===== config.mk =====
export PLATFORM = sky130hd
export DESIGN_NAME = mii_fcs_appender_flat
export DESIGN_NICKNAME = d
export VERILOG_FILES = /design/src/rtl/mii_fcs_appender_if.sv /design/src/rtl/mii_fcs_appender.sv /design/src/flat_wrapper.sv
export SDC_FILE = /design/constraint.sdc
export NUM_CORES = 1
export LEC_CHECK = 0
export ABC_CLOCK_PERIOD_IN_PS = 2320
export BUFFER_PORTS_ARGS = -buffer_cell sky130_fd_sc_hd__buf_2
export CAP_MARGIN = 20
export CORE_ASPECT_RATIO = 1.75
export CORE_UTILIZATION = 60
export CTS_CLUSTER_SIZE = 16
export DETAILED_ROUTE_END_ITERATION = 10
export PLACE_DENSITY = 0.78
export SETUP_SLACK_MARGIN = 0.15
export SYNTH_ARGS = -nofsm -noshare
export SYNTH_HDL_FRONTEND = slang
export SYNTH_SLANG_ARGS = --single-unit

===== constraint.sdc =====
create_clock -name clk -period 2.32 [get_ports clk]
set_input_delay 0.232 -clock clk [delete_from_list [all_inputs] [get_ports clk]]
set_output_delay 0.232 -clock clk [all_outputs]
set_load 0.01 [all_outputs]

===== src/rtl/mii_fcs_appender_if.sv =====
// Nibble stream from the user-data inserter plus the MII transmit pins and frame status.
interface mii_fcs_appender_if;
    logic [3:0] with_usr;
    logic       with_usr_valid;
    logic       ready;
    logic [3:0] mii_txd;
    logic       mii_tx_en;
    logic       frame_done;
    logic       frame_err;

    modport master (
        output with_usr, with_usr_valid,
        input  ready, mii_txd, mii_tx_en, frame_done, frame_err
    );

    modport slave (
        input  with_usr, with_usr_valid,
        output ready, mii_txd, mii_tx_en, frame_done, frame_err
    );
endinterface


===== src/rtl/mii_fcs_appender.sv =====
// Final MII TX stage: one-cycle pass-through, CRC-32 over post-SFD nibbles,
// zero padding to a minimum length, FCS append and inter-frame gap.
module mii_fcs_appender #(
    parameter int MIN_DATA_NIBBLES = 120,
    parameter int IFG_NIBBLES      = 24
) (
    input  logic              clk,
    input  logic              rst_n,
    mii_fcs_appender_if.slave bus
);
    typedef enum logic [2:0] {S_IDLE, S_PRE, S_DATA, S_PAD, S_FCS, S_IFG} state_t;

    localparam logic [31:0] CRC_POLY = 32'hEDB88320;
    localparam logic [31:0] CRC_INIT = 32'hFFFFFFFF;
    localparam logic [10:0] MIN_CNT  = 11'(MIN_DATA_NIBBLES);
    localparam logic [10:0] IFG_CNT  = 11'(IFG_NIBBLES);

    state_t      r_state, w_state_next;
    logic [31:0] r_crc, w_crc_next;
    logic [10:0] r_cnt, w_cnt_next;
    logic [2:0]  r_fcs_idx, w_fcs_idx_next;
    logic        r_valid_d;
    logic [3:0]  r_txd, w_txd_next;
    logic        r_tx_en, w_tx_en_next;
    logic        r_done, w_done_next;
    logic        r_err, w_err_next;

    logic        w_rise;
    logic [3:0]  w_crc_din;
    logic [31:0] w_crc_chain [0:4];
    logic [31:0] w_fcs_all;
    logic [3:0]  w_fcs_nib;
    logic [11:0] w_pad_diff;
    logic        w_need_pad;

    // Frames start only on a rising valid; a tail still high after reset never qualifies.
    assign w_rise    = bus.with_usr_valid & ~r_valid_d;
    assign w_crc_din = (r_state == S_DATA && bus.with_usr_valid) ? bus.with_usr : 4'h0;

    assign w_crc_chain[0] = r_crc;
    genvar gi;
    generate
        for (gi = 0; gi < 4; gi++) begin : g_crc
            assign w_crc_chain[gi+1] = (w_crc_chain[gi] >> 1) ^
                ((w_crc_chain[gi][0] ^ w_crc_din[gi]) ? CRC_POLY : 32'h0);
        end
    endgenerate

    assign w_fcs_all  = ~r_crc;
    assign w_fcs_nib  = w_fcs_all[{r_fcs_idx, 2'b00} +: 4];
    assign w_pad_diff = {1'b0, r_cnt} - {1'b0, MIN_CNT};
    assign w_need_pad = w_pad_diff[11];

    always_comb begin
        w_state_next   = r_state;
        w_crc_next     = r_crc;
        w_cnt_next     = r_cnt;
        w_fcs_idx_next = r_fcs_idx;
        w_txd_next     = 4'h0;
        w_tx_en_next   = 1'b0;
        w_done_next    = 1'b0;
        w_err_next     = w_rise && (r_state == S_PAD || r_state == S_FCS || r_state == S_IFG);
        case (r_state)
            S_IDLE: begin
                w_crc_next     = CRC_INIT;
                w_cnt_next     = '0;
                w_fcs_idx_next = '0;
                if (w_rise) begin
                    w_state_next = S_PRE;
                    w_txd_next   = bus.with_usr;
                    w_tx_en_next = 1'b1;
                end
            end
            S_PRE: begin
                if (bus.with_usr_valid) begin
                    w_txd_next   = bus.with_usr;
                    w_tx_en_next = 1'b1;
                    if (bus.with_usr == 4'hD) begin
                        w_state_next = S_DATA;
                        w_crc_next   = CRC_INIT;
                        w_cnt_next   = '0;
                    end
                end else begin
                    // tx_en drops this edge, so the gap count starts one ahead.
                    w_err_next   = 1'b1;
                    w_state_next = S_IFG;
                    w_cnt_next   = 11'd1;
                end
            end
            S_DATA, S_PAD: begin
                w_tx_en_next = 1'b1;
                if (r_state == S_DATA && bus.with_usr_valid) begin
                    w_txd_next = bus.with_usr;
                    w_crc_next = w_crc_chain[4];
                    if (r_cnt != 11'h7FF)
                        w_cnt_next = r_cnt + 11'd1;
                end else if (w_need_pad) begin
                    w_state_next = S_PAD;
                    w_crc_next   = w_crc_chain[4];
                    w_cnt_next   = r_cnt + 11'd1;
                end else begin
                    w_state_next   = S_FCS;
                    w_txd_next     = w_fcs_nib;
                    w_fcs_idx_next = 3'd1;
                end
            end
            S_FCS: begin
                w_tx_en_next   = 1'b1;
                w_txd_next     = w_fcs_nib;
                w_fcs_idx_next = r_fcs_idx + 3'd1;
                if (r_fcs_idx == 3'd7) begin
                    w_done_next  = 1'b1;
                    w_state_next = S_IFG;
                    w_cnt_next   = '0;
                end
            end
            S_IFG: begin
                if (r_cnt >= IFG_CNT) begin
                    w_state_next = S_IDLE;
                    w_cnt_next   = '0;
                end else begin
                    w_cnt_next = r_cnt + 11'd1;
                end
            end
            default: w_state_next = S_IDLE;
        endcase
    end

    always_ff @(posedge clk or negedge rst_n) begin
        if (!rst_n) begin
            r_state   <= S_IDLE;
            r_crc     <= CRC_INIT;
            r_cnt     <= '0;
            r_fcs_idx <= '0;
            r_valid_d <= 1'b1;
            r_txd     <= 4'h0;
            r_tx_en   <= 1'b0;
            r_done    <= 1'b0;
            r_err     <= 1'b0;
        end else begin
            r_state   <= w_state_next;
            r_crc     <= w_crc_next;
            r_cnt     <= w_cnt_next;
            r_fcs_idx <= w_fcs_idx_next;
            r_valid_d <= bus.with_usr_valid;
            r_txd     <= w_txd_next;
            r_tx_en   <= w_tx_en_next;
            r_done    <= w_done_next;
            r_err     <= w_err_next;
        end
    end

    assign bus.ready      = (r_state == S_IDLE);
    assign bus.mii_txd    = r_txd;
    assign bus.mii_tx_en  = r_tx_en;
    assign bus.frame_done = r_done;
    assign bus.frame_err  = r_err;
endmodule


===== src/flat_wrapper.sv =====
// flat-port wrapper written by rule: the top's interface ports become plain ports
module mii_fcs_appender_flat 
#(
    parameter int MIN_DATA_NIBBLES = 120,
    parameter int IFG_NIBBLES      = 24
)
  (clk, rst_n, bus_with_usr, bus_with_usr_valid, bus_ready, bus_mii_txd, bus_mii_tx_en, bus_frame_done, bus_frame_err);
  mii_fcs_appender_if bus_i ();
  input  logic clk;
  input  logic rst_n;
  input wire logic [$bits(bus_i.with_usr)-1:0] bus_with_usr;
  input wire logic [$bits(bus_i.with_usr_valid)-1:0] bus_with_usr_valid;
  output wire logic [$bits(bus_i.ready)-1:0] bus_ready;
  output wire logic [$bits(bus_i.mii_txd)-1:0] bus_mii_txd;
  output wire logic [$bits(bus_i.mii_tx_en)-1:0] bus_mii_tx_en;
  output wire logic [$bits(bus_i.frame_done)-1:0] bus_frame_done;
  output wire logic [$bits(bus_i.frame_err)-1:0] bus_frame_err;
  assign bus_i.with_usr = bus_with_usr;
  assign bus_i.with_usr_valid = bus_with_usr_valid;
  assign bus_ready = bus_i.ready;
  assign bus_mii_txd = bus_i.mii_txd;
  assign bus_mii_tx_en = bus_i.mii_tx_en;
  assign bus_frame_done = bus_i.frame_done;
  assign bus_frame_err = bus_i.frame_err;
  mii_fcs_appender #(.MIN_DATA_NIBBLES(MIN_DATA_NIBBLES), .IFG_NIBBLES(IFG_NIBBLES)) u_core (.clk(clk), .rst_n(rst_n), .bus(bus_i));
endmodule

==> flow_metrics.tcl <==
set metrics [dict create \
    outcome "finished, final reports clean" \
    synth_nets 336 \
    finalSetupViolations 0 \
    synth-warning-count 0 \
    final_min_period_ps 2127 \
    yosys.area_share.simple 0.1239 \
    yosysMostFrequentCell "nor2_1" \
    gp_congestion 0.8284 \
    start_util 0.6267 \
    crit_family "compound AO/OA/AOI/OAI gates" \
    synth_compound_gate_area_share 0.1613 \
    vdd_ir_drop_max_uv 1049 \
    postSynth.asyncResetShare 1.000 \
    synth_area_per_cell_sq_um 11.34 \
    rows 37 \
    final_nets 357 \
    dominant_cells_by_area_after_synthesis "dfstp_2 24%, dfrtp_1 16%, xnor3_1 14%" \
    ys_seq_area_frac 0.3983 \
    crit_fanout 20 \
    seq_area_sq_um 1468 \
    worstSetupEndpointType "flip-flop" \
    timing.final.crit_share 0.9168 \
    power_frac_seq 0.288 \
    timing.final.ws_setup_ps 192.9 \
    report.final.hold_viol_count 0 \
    antenna_found_initial 0 \
    timing.critical_path.from_type "flip-flop" \
    routed_wire_length_per_instance_um 19.37 \
    number_of_synthesized_flops_with_an_enable_pin 0 \
    intPower_mw 3.698 \
    antenna-diode-count 0 \
    r2r.worst_path.cells 6 \
    detailed_place_hpwl_mm 5.859 \
    antenna_violating_nets_remaining 0 \
    grt.overflow.total 0 \
    worstSetupPathDepth 6 \
    ctsLongestPathBuffers 2 \
    yosys-mux-area-fraction 0.06248 \
    combinational_family_with_the_most_area_after_synthesis "XOR/XNOR gates" \
    dominantRegCellSynth "dfstp_2" \
    synth_top_area_share 0.2353 \
    switching_share 0.3580 \
    critical_path_arrival_ps 2350 \
    setup_total_negative_slack_ps 0 \
    clock_sinks 57 \
    holdCritPathClass "primary input to flip-flop" \
    critical_path.n_buffers_inverters 1 \
    slew_headroom 0.5736 \
    dieArea_sq_um 6471 \
    hold_ws_ps 151.8 \
    timing_worst_setup_path_type "flip-flop to flip-flop" \
    fillers 421 \
    placeableCoreArea_sq_um 5879 \
    top_level_ports 15 \
    fp.dieH_um 105.7 \
    max_cap_viol_count 0 \
    clock-skew-final_ps 11.28 \
    hold_path_depth 2 \
    grt_max_degree 30 \
    global_route.usage.total 0.2839 \
    final-max-slew-violation-count 0 \
    synth_area_sq_um 3685 \
    vias 2659 \
    clk_pin_slew_worst_paths_ps 70 \
    via_count_of_the_first_global_routing_pass 2712 \
    crit_path_top_delay_cell "a311o_2" \
    worstSkewPairLatency_ps 340 \
    synth_cell_types 59 \
    power.switching_mw 2.062 \
    yosys.area_share.adder 0.01358 \
    drtPass1Iterations 4 \
    top_cell_types_by_occurrence_after_synthesis "36 x nor2_1, 33 x dfstp_2, 32 x a21oi_1" \
    grt_first_pass_wirelength_mm 13.23 \
    via_per_inst 6.198 \
    detailedRoute.firstIterationViolations 158 \
    timing.critical_path.required_ps 2540 \
    h-tree-depth 3 \
    cellLeakagePower_nw 1.798 \
    synth_xor_area_frac 0.1983 \
    critical_path.cell_chain "buf_4 -> nor2b_2 -> a32o_1 -> a311o_2 -> nand2b_4 -> o41ai_1" \
    worst_pin_slew_ps 639.7 \
    design_power_mw 5.760 \
    pre_cts_slack_ps 58.63 \
    die-width_um 61.24 \
    area_delta_synth_final_pct 14.16 \
    cts_inserted_buffers 9 \
    postSynthRegisterBits 57 \
    share_clk_of_total_power 0.211 \
    synth.largest_area_cell "dfstp_2" \
    post_route_cells_drive_above_1_share 0.3048 \
    drc 0 \
    cts_root_buffer "clkbuf_8" \
    count_of_mapped_cells_out_of_synthesis 325 \
    buffers_on_ports 14 \
    tritoncts "done" \
    multiInputGateArea_sq_um 2107 \
    max_freq_mhz 470.1 \
    rsz0062_at_grt "yes" \
    detail_route.wirelength_mm 8.310 \
    pwr-share-comb 0.501 \
    critical-path-max-stage-delay_ps 420 \
    power.density_nw_per_um2 1369 \
]
-- final timing paths --
check / from / endpoint / slack, ps
worst max-delay path: u_core.r_state[0]$_DFFE_PN0P_ / u_core.r_cnt[9]$_DFFE_PN0P_ / 190
worst min-delay path: bus_with_usr[1] / u_core.bus.mii_txd[1]$_DFF_PN0_ / 150
worst max register to register: u_core.r_state[0]$_DFFE_PN0P_ / u_core.r_cnt[9]$_DFFE_PN0P_ / 190
worst min register to register: u_core.r_crc[9]$_DFFE_PN1P_ / u_core.r_crc[9]$_DFFE_PN1P_ / 510
max in group asynchronous: rst_n / u_core.r_crc[31]$_DFFE_PN1P_ / 1130
min in group asynchronous: rst_n / u_core.bus.mii_txd[2]$_DFF_PN0_ / 460
-- worst reg2reg max path, delay by kind of cell (launching register included) --
family	cells	cell delay (ps)
flops	1	390
buf+inv	1	200
simple gates	2	420
compound gates	3	1000
-- power groups by stage --
stage | clock (mW) | combinational (mW) | sequential (mW)
after global routing | 1.28 | 3.11 | 1.70
after CTS | 1.23 | 2.84 | 1.66
final | 1.21 | 2.88 | 1.66
after floorplan | 0 | 2.25 | 1.58
after global placement | 0 | 2.74 | 1.64
after detailed placement | 0 | 2.82 | 1.67
-- cell usage in the layout (no fill, tap or decap), types with 3 or more instances in the layout --
cell and n:
mux4_2 8, and3_1 3, dfrtp_1 24, o21ai_1 8, xnor2_1 3, nand2_1 15, buf_4 22, buf_2 14
nand2b_1 3, a21boi_0 3, a22o_1 5, ha_1 3, dfstp_2 33, o21ai_0 8, o31ai_1 3, a21oi_1 32
inv_1 3, bufinv_16 4, o22a_1 7, nor2b_1 4, mux2i_1 5, clkbuf_8 9, nor3_1 3, xor2_1 8
nor2_1 36, a22oi_1 4, nand3_1 6, xnor3_1 23
-- stage by stage --
stage,utilization,instance area [sq um],std cells
2_1_floorplan,-,3685,325
3_3_place_gp,0.6608,3885,410
3_5_place_dp,0.6608,3885,410
4_1_cts,0.7099,4174,427
5_1_grt,0.7155,4207,429
6_report,0.7155,4207,429
-- state kept, by name, indices dropped and copies added, names as in the netlist --
register / count
u_core.bus.frame_done: 1
u_core.bus.frame_err: 1
u_core.bus.mii_tx_en: 1
u_core.bus.mii_txd: 4
u_core.r_cnt: 11
u_core.r_crc: 32
u_core.r_fcs_idx: 3
u_core.r_state: 3
u_core.r_valid_d: 1
-- kinds of logic after synthesis --
kind of cell / after synthesis
DFF: 57
and+or+nand+nor: 89
buffers and inverters: 31
xor gates and xnor gates: 40
adders and majority gates: 4
muxes: 13
AOI/OAI and AO/OA: 91
-- area by class of cell --
class	count	area share
multi-input cells	237	0.5009
repair buffers	38	0.06306
well taps	78	0.02320
clock inverters	6	0.03093
flip-flops and latches	57	0.3489
inverters	3	0.002677
clock buffers	10	0.03034
-- metal layers --
metal,GRT usage,part of all wire
met5,0,0
met4,0.1347,0.039
met3,0.05644,0.037
met2,0.4767,0.55
met1,0.3331,0.38
-- repair_timing --
item,in CTS,in global routing
hold buffers,1,0
pin swaps,1,0
endpoints found under the setup margin,15,13
endpoints found under the hold margin,4,0
setup buffers,0,2
resized for setup,4,4
Power figures use the tool's default switching activity.
